===== config.mk =====
export PLATFORM = sky130hd
export DESIGN_NAME = load_store_unit
export DESIGN_NICKNAME = d
export VERILOG_FILES = /design/src/rtl/lsu_pkg.sv /design/src/rtl/lsu_lane_align.sv /design/src/rtl/load_store_unit.sv
export SDC_FILE = /design/constraint.sdc
export NUM_CORES = 1
export LEC_CHECK = 0
export ABC_AREA = 1
export CORE_ASPECT_RATIO = 0.7
export CORE_MARGIN = 10
export CORE_UTILIZATION = 51
export CTS_CLUSTER_DIAMETER = 50
export DETAILED_ROUTE_END_ITERATION = 12
export GPL_ROUTABILITY_DRIVEN = 1
export PLACE_DENSITY = 0.9
export SYNTH_ARGS = -nofsm -noshare
export SYNTH_HDL_FRONTEND = slang
export SYNTH_HIERARCHICAL = 1
export SYNTH_SLANG_ARGS = --single-unit

===== constraint.sdc =====
create_clock -name clk -period 8.25 [get_ports clk]
set_clock_uncertainty 0.2 [all_clocks]
set_input_delay 1.65 -clock clk [delete_from_list [all_inputs] [get_ports clk]]
set_output_delay 1.65 -clock clk [all_outputs]
set_load 0.05 [all_outputs]

===== src/rtl/lsu_pkg.sv =====
// Shared definitions for the load/store unit: access-size encoding, FSM states, lane masks.
// Latency: n/a (types and constants only).
// Backpressure: n/a.
package lsu_pkg;

    typedef enum logic [1:0] {
        SZ_BYTE = 2'b00,
        SZ_HALF = 2'b01,
        SZ_WORD = 2'b10,
        SZ_RSVD = 2'b11   // decoded exactly like SZ_WORD
    } lsu_size_e;

    typedef enum logic [2:0] {
        ST_IDLE     = 3'd0,
        ST_LOAD     = 3'd1,
        ST_RMW_READ = 3'd2,
        ST_WRITE    = 3'd3,
        ST_RESP     = 3'd4
    } lsu_state_e;

    // Lane masks before shifting into the addressed byte position.
    localparam logic [31:0] LANE_MASK_BYTE = 32'h0000_00FF;
    localparam logic [31:0] LANE_MASK_HALF = 32'h0000_FFFF;
    localparam logic [31:0] LANE_MASK_WORD = 32'hFFFF_FFFF;

endpackage


===== src/rtl/lsu_lane_align.sv =====
// Load lane extract/extend and store lane merge into a 32-bit memory word.
// Latency: purely combinational.
// Backpressure: none; outputs follow inputs.
//
// Ports: size/zero_ext/offset describe the access, rdata is the memory word,
// wdata the right-justified store data; load_data is the extended load result,
// merged is rdata with only the addressed lanes replaced by wdata.
module lsu_lane_align
    import lsu_pkg::*;
(
    input  logic [1:0]  size,
    input  logic        zero_ext,
    input  logic [1:0]  offset,
    input  logic [31:0] rdata,
    input  logic [31:0] wdata,
    output logic [31:0] load_data,
    output logic [31:0] merged
);

    lsu_size_e   sz;
    logic [4:0]  shamt;
    logic [31:0] shifted;
    logic [31:0] mask;

    always_comb begin
        sz        = lsu_size_e'(size);
        shamt     = 5'd0;
        load_data = rdata;
        mask      = LANE_MASK_WORD;
        case (sz)
            SZ_BYTE: shamt = {offset, 3'b000};
            SZ_HALF: shamt = {offset[1], 4'b0000};   // halves live in lane 0 or 2 only
            default: shamt = 5'd0;
        endcase
        shifted = rdata >> shamt;
        case (sz)
            SZ_BYTE: begin
                load_data = {{24{~zero_ext & shifted[7]}}, shifted[7:0]};
                mask      = LANE_MASK_BYTE;
            end
            SZ_HALF: begin
                load_data = {{16{~zero_ext & shifted[15]}}, shifted[15:0]};
                mask      = LANE_MASK_HALF;
            end
            default: begin
                load_data = rdata;
                mask      = LANE_MASK_WORD;
            end
        endcase
        mask   = mask << shamt;
        merged = (rdata & ~mask) | ((wdata << shamt) & mask);
    end

endmodule


===== src/rtl/load_store_unit.sv =====
// Load/store unit between a pipeline and a single-port 32-bit data memory; sub-word stores use read-modify-write.
// Latency: load 2 cycles, word store 2, byte/half store 3, misaligned reject 1 (acceptance to resp_valid).
// Backpressure: req_ready only in IDLE, requester holds req_valid until accepted; resp_valid is a pulse with no backpressure.
//
// Ports: clk/reset (async, active-high); req_* request channel; resp_* one-cycle
// completion; mem_* word-indexed memory strobes with combinational mem_rdata.
// Optional feature macro LSU_MISALIGN_CHECK_EN: when defined, misaligned half/word
// accesses are rejected with resp_misaligned=1; otherwise low address bits are
// forced to natural alignment and resp_misaligned is tied low.
module load_store_unit
    import lsu_pkg::*;
#(
    parameter int MEM_WORDS = 1024
) (
    input  logic        clk,
    input  logic        reset,
    input  logic        req_valid,
    output logic        req_ready,
    input  logic        req_write,
    input  logic [1:0]  req_size,
    input  logic        req_unsigned,
    input  logic [31:0] req_addr,
    input  logic [31:0] req_wdata,
    output logic        resp_valid,
    output logic [31:0] resp_rdata,
    output logic        resp_misaligned,
    output logic        mem_read,
    output logic        mem_write,
    output logic [31:0] mem_addr,
    output logic [31:0] mem_wdata,
    input  logic [31:0] mem_rdata
);

    // Word index wraps modulo MEM_WORDS (power of two), so a mask is enough.
    localparam logic [29:0] IDX_MASK = 30'(MEM_WORDS - 1);

    lsu_state_e  state;
    lsu_size_e   op_size;
    logic        op_unsigned;
    logic [1:0]  op_off;
    logic [31:0] op_wdata;

    lsu_size_e   req_sz;
    logic [1:0]  req_off;
    logic        req_mis;
    logic [31:0] load_data;
    logic [31:0] merged_word;

    assign req_ready = (state == ST_IDLE);

    always_comb begin
        req_sz  = lsu_size_e'(req_size);
        req_off = req_addr[1:0];
        req_mis = 1'b0;
`ifdef LSU_MISALIGN_CHECK_EN
        case (req_sz)
            SZ_BYTE: req_mis = 1'b0;
            SZ_HALF: req_mis = req_addr[0];
            default: req_mis = |req_addr[1:0];
        endcase
`else
        case (req_sz)
            SZ_BYTE: req_off = req_addr[1:0];
            SZ_HALF: req_off = {req_addr[1], 1'b0};
            default: req_off = 2'b00;
        endcase
`endif
    end

    // The memory word is only valid while mem_read is high, i.e. in LOAD or
    // RMW_READ, which is exactly when these results are consumed.
    lsu_lane_align u_align (
        .size      (op_size),
        .zero_ext  (op_unsigned),
        .offset    (op_off),
        .rdata     (mem_rdata),
        .wdata     (op_wdata),
        .load_data (load_data),
        .merged    (merged_word)
    );

`ifdef LSU_MISALIGN_CHECK_EN
    logic mis_q;
    assign resp_misaligned = mis_q;
`else
    assign resp_misaligned = 1'b0;
`endif

    always_ff @(posedge clk or posedge reset) begin
        if (reset) begin
            state       <= ST_IDLE;
            op_size     <= SZ_WORD;
            op_unsigned <= 1'b0;
            op_off      <= 2'b00;
            op_wdata    <= 32'h0;
            resp_valid  <= 1'b0;
            resp_rdata  <= 32'h0;
            mem_read    <= 1'b0;
            mem_write   <= 1'b0;
            mem_addr    <= 32'h0;
            mem_wdata   <= 32'h0;
`ifdef LSU_MISALIGN_CHECK_EN
            mis_q       <= 1'b0;
`endif
        end else begin
            // Strobes and the response are single-cycle unless re-armed below.
            resp_valid <= 1'b0;
            mem_read   <= 1'b0;
            mem_write  <= 1'b0;
            case (state)
                ST_IDLE: begin
                    if (req_valid) begin
                        op_size     <= req_sz;
                        op_unsigned <= req_unsigned;
                        op_off      <= req_off;
                        op_wdata    <= req_wdata;
                        mem_addr    <= {2'b00, req_addr[31:2] & IDX_MASK};
                        resp_rdata  <= 32'h0;
                        if (req_mis) begin
                            state      <= ST_RESP;
                            resp_valid <= 1'b1;
`ifdef LSU_MISALIGN_CHECK_EN
                            mis_q      <= 1'b1;
`endif
                        end else if (!req_write) begin
                            state    <= ST_LOAD;
                            mem_read <= 1'b1;
                        end else if (req_sz == SZ_BYTE || req_sz == SZ_HALF) begin
                            state    <= ST_RMW_READ;
                            mem_read <= 1'b1;
                        end else begin
                            state     <= ST_WRITE;
                            mem_write <= 1'b1;
                            mem_wdata <= req_wdata;
                        end
                    end
                end
                ST_LOAD: begin
                    resp_rdata <= load_data;
                    resp_valid <= 1'b1;
                    state      <= ST_RESP;
                end
                ST_RMW_READ: begin
                    mem_wdata <= merged_word;
                    mem_write <= 1'b1;
                    state     <= ST_WRITE;
                end
                ST_WRITE: begin
                    resp_valid <= 1'b1;
                    state      <= ST_RESP;
                end
                ST_RESP: begin
                    state <= ST_IDLE;
`ifdef LSU_MISALIGN_CHECK_EN
                    mis_q <= 1'b0;
`endif
                end
                default: state <= ST_IDLE;
            endcase
        end
    end

endmodule


Word level (Yosys, flattened, before mapping)
Cells that the tools add are included.

storage, ports and cells
  input port bits = 103
  word-level logic and storage cells = 62
  output and inout bits = 101
  flip-flop bits (word level) = 117

operators by class
  multiplexer cells = 23
  bitwise gates (word level) = 7
  shifts and indexed selects = 3
  reduce and logical (&&, ||, !) cells = 10
  equal/unequal tests = 8

operators by type and width
  cell                                                                     number
  32-bit case mux with 2 select lines                                      4
  32-bit two-way mux                                                       4
  32-bit bitwise AND                                                       2
  32-bit by 5-bit left shift with 32-bit output                            2
  32-bit NOT                                                               1
  32-bit bitwise OR                                                        1
  32-bit by 5-bit right shift with 16-bit output                           1
  5-bit case mux with 2 select lines                                       1
  1-bit two-way mux                                                        9
  3-bit case mux with 3 select lines                                       1
  3-bit by 2-bit == test with 1-bit output, second input constant          2
  2-bit by 1-bit == test with 1-bit output, second input constant          2
  2-bit logical NOT                                                        2
  2-bit inequality test, second input constant                             2
  2-bit case mux with 2 select lines                                       1
  2-bit AND reduction                                                      2
  4-bit AND reduction                                                      1
  2-bit nonzero test                                                       2
  3-bit by 1-bit == test with 1-bit output, second input constant          1
  3-bit logical NOT                                                        1
  3-bit two-way mux                                                        1
  1-bit bitwise AND                                                        2
  2-bit two-way mux                                                        1
  2-bit by 1-bit inequality test with 1-bit output, second input constant  1
  other kinds (4)                                                          4

Depth between registers and ports, before layout
  depth after elaboration = 7
  depth in mapped cells = 13
  depth with buffers taken out = 12

Modules after synthesis
Netlist, hierarchy kept.

by module, submodules not included
  module           sequential area each (um2)  area each (um2)  cells an instance  times used
  load_store_unit  2929.1                      5168.7           631                1
  lsu_lane_align   0.0                         1401.3           306                1

Worst setup path after synthesis
OpenSTA, ideal clock, no wires.

  path type = reg2out
  from = reg state[1]
  to = out req_ready
  setup slack = 5.113 ns
  buffers on the path = 2
  data required time = 6.400 ns
  arrival = 1.287 ns
  cell stages (with the launch flop) = 6
  cell sequence = dfrtp_1 buf_4 inv_2 clkbuf_1 nand2_1 inv_1

on the way
  word-level cells in the longest chain between the ends = 1

RTL lines
  element                   line                    text
  start: declaration        load_store_unit.sv:37   lsu_state_e state;
  start signal: assignment  load_store_unit.sv:91   state <= ST_IDLE;
  start signal: assignment  load_store_unit.sv:120  state <= ST_RESP;
  start signal: assignment  load_store_unit.sv:126  state <= ST_LOAD;
  3-bit logical NOT         load_store_unit.sv:49   assign req_ready = (state == ST_IDLE);
  end: declaration          load_store_unit.sv:18   output logic req_ready,

No other way between the ends.

Worst setup path in the final report
Ends and elaborated chain as after synthesis.

==> impl_metrics.tcl <==
set metrics [dict create \
    antenna_found_initial 0 \
    cts.htree.levels 4 \
    antenna_left 0 \
    overflow 0 \
    worstPathMaxFanout 37 \
    start_util_pct 52.5 \
    leakagePower_nw 4.45 \
    status "completed" \
    drive_gt1_share_pct 5.20 \
    crit_type "reg -> out" \
    cts_tree "yes" \
    areaGrowthSynthToFinish_pct 30.6 \
    synth_area_sq_um 6570 \
    core-area_sq_um 12500 \
    clkSinkCount 117 \
    setup_violations 0 \
    fin_nets 1166 \
    timing.final.crit_period_ns 4.40 \
    num_antenna_cells 0 \
    fp.dieH_microns 115 \
    die_area_sq_um 17900 \
    dp_hpwl_mm 15.2 \
    relSlewSlack_pct 17.8 \
    drt-pass1-iter-count 5 \
    final_common_cell "nand2_1" \
    post_drt_wl_per_cell_microns 17.7 \
    gp_congestion 0.920 \
    drt-total-wl_mm 21.9 \
    cts_hold_buf 0 \
    max_freq_mhz 227 \
    worstReg2RegStart "op_size[1]" \
    die_x_microns 156 \
    hold_path_class "reg -> reg" \
    ys_seq_area_share_pct 44.6 \
    post-route-drc-count 0 \
    ff2ff_setup_slack_ns 4.27 \
    clock_latency_ns 0.41 \
    slew_violations 0 \
    track_usage_pct 24.2 \
    cp-end-kind "primary output" \
    cap_violations 0 \
    setup_tns_ns 0 \
    critical_path_arrival_ns 2.55 \
    yosysWarnings 6 \
    power_density_nw_per_um2 453 \
    crit_path_start "state[1]" \
    syn_avg_cell_area_sq_um 7.01 \
    grt_max_degree 84 \
    min_delay_path_depth 2 \
    power.total_mw 3.88 \
    rsz0062_at_grt "false" \
    cts-root-buf "clkbuf_16" \
    row_count 34 \
    drt_iter0_drc 746 \
    synth_cell_types 30 \
    finalCritPeriodShare_pct 53.3 \
    worstHoldStart "mem_addr[7]" \
    viasPerCell 5.50 \
    nFillCells 1050 \
    synth-seq-cells 117 \
    clk_path_buf_depth 2 \
    grt_pass1_vias 6467 \
    ff2ff_path_depth 12 \
    layout_common_cells "nand2_1 (455), clkdlybuf4s50_1 (160), nand3_1 (134)" \
    num_io_pins 204 \
    ir_drop_v 0.000237 \
    grt_pass1_wl_mm 34.9 \
    cts.clk_slew.worst_paths_ns 0.06 \
    syn_inst 937 \
    io_buffers 160 \
    cts_buffers 17 \
    ctsResizeCount 0 \
    critPathRequiredTime_ns 6.40 \
    start_kind "flop" \
    vias 6814 \
    cts_setup_buffers 0 \
    tightest_slew_ns 1.23 \
    final_hold_viol_count 0 \
]
==> per-stage QoR <==
| stage | util, % | std cells | setup slack, ns | cell area (sq um) | hold slack (ns) |
|---|---|---|---|---|---|
| finish | 68.6 | 1238 | 3.85 | 8580 | 0.275 |
| global route | 68.6 | 1238 | 3.74 | 8580 | 0.293 |
| CTS | 68.6 | 1238 | 3.85 | 8580 | 0.279 |
| detailed placement | 64.1 | 1206 | 4.20 | 8010 | 0.264 |
| global placement | 64.1 | 1206 | 4.24 | 8010 | 0.262 |
| floorplan | - | 959 | 3.30 | 6650 | 0.249 |
==> critical path, stage by stage, from the launching register on <==
cell and delay (ns):
dfrtp_1 0.36, buf_4 0.25, inv_2 0.50, nand2_1 0.11
inv_1 0.09, clkdlybuf4s50_1 0.82
==> flip-flops by register name, indices dropped and copies added, names as in the netlist <==
name / count
resp_valid: 1
op_off: 2
op_unsigned: 1
resp_rdata: 32
op_wdata: 32
mem_read: 1
state: 3
op_size: 2
mem_wdata: 32
mem_addr: 10
mem_write: 1
==> per-layer routing <==
layer  GRT usage [%]  up-vias  wire, microns
li1                -     3192              -
met1            32.1     3143           8930
met2            36.3      434           9630
met3            9.66       45           3030
met4            6.34        0            314
met5               0        -              0
==> where the power goes <==
part | switching [mW] | internal [mW] | leakage [nW]
logic | 1.53 | 0.647 | 2.69
registers | 0.167 | 0.819 | 1.49
clock network | 0.274 | 0.441 | 0.271
total | 1.98 | 1.91 | 4.45
==> synth_stat cells, drive strengths merged <==
| library cell | number | area, sq um |
|---|---|---|
| a21oi | 38 | 190 |
| nand4 | 1 | 12.5 |
| o211ai | 1 | 7.51 |
| nand2 | 458 | 1730 |
| o221ai | 7 | 61.3 |
| dfrtp | 116 | 2900 |
| nand3 | 136 | 691 |
| clkinv | 1 | 3.75 |
| clkbuf | 10 | 37.5 |
| nor2 | 18 | 92.6 |
| mux2 | 1 | 11.3 |
| a31oi | 1 | 6.26 |
| a22oi | 1 | 7.51 |
| a21boi | 1 | 11.3 |
| inv | 41 | 154 |
| o21ai | 35 | 179 |
| buf | 69 | 440 |
| conb | 1 | 3.75 |
| dfstp | 1 | 26.3 |
==> cell type report <==
type                            count  area, sq um  area share, %
Clock inverter                     14          138           1.60
Multi-Input combinational cell    721         3090           36.0
Tap cell                          162          203           2.36
Clock buffer                       18          429           5.00
Sequential cell                   117         2930           34.1
Inverter                           42          160           1.87
Timing Repair Buffer              164         1630           19.0
==> logic make-up after synthesis <==
group,after synthesis,share of synthesized area (%)
compound gates,84,7.05
mux,1,0.171
buf+inv,121,9.67
flops,117,44.6
other cells,1,0.0571
simple gates,613,38.5
==> worst paths after layout <==
kind,end
setup / recovery,req_ready
setup reg to reg,mem_wdata[24]
hold reg to reg,mem_addr[7]
min in group asynchronous,resp_valid
max in group asynchronous,mem_wdata[11]
hold / removal,mem_addr[7]
No activity file was read; power rests on OpenSTA's default activity.
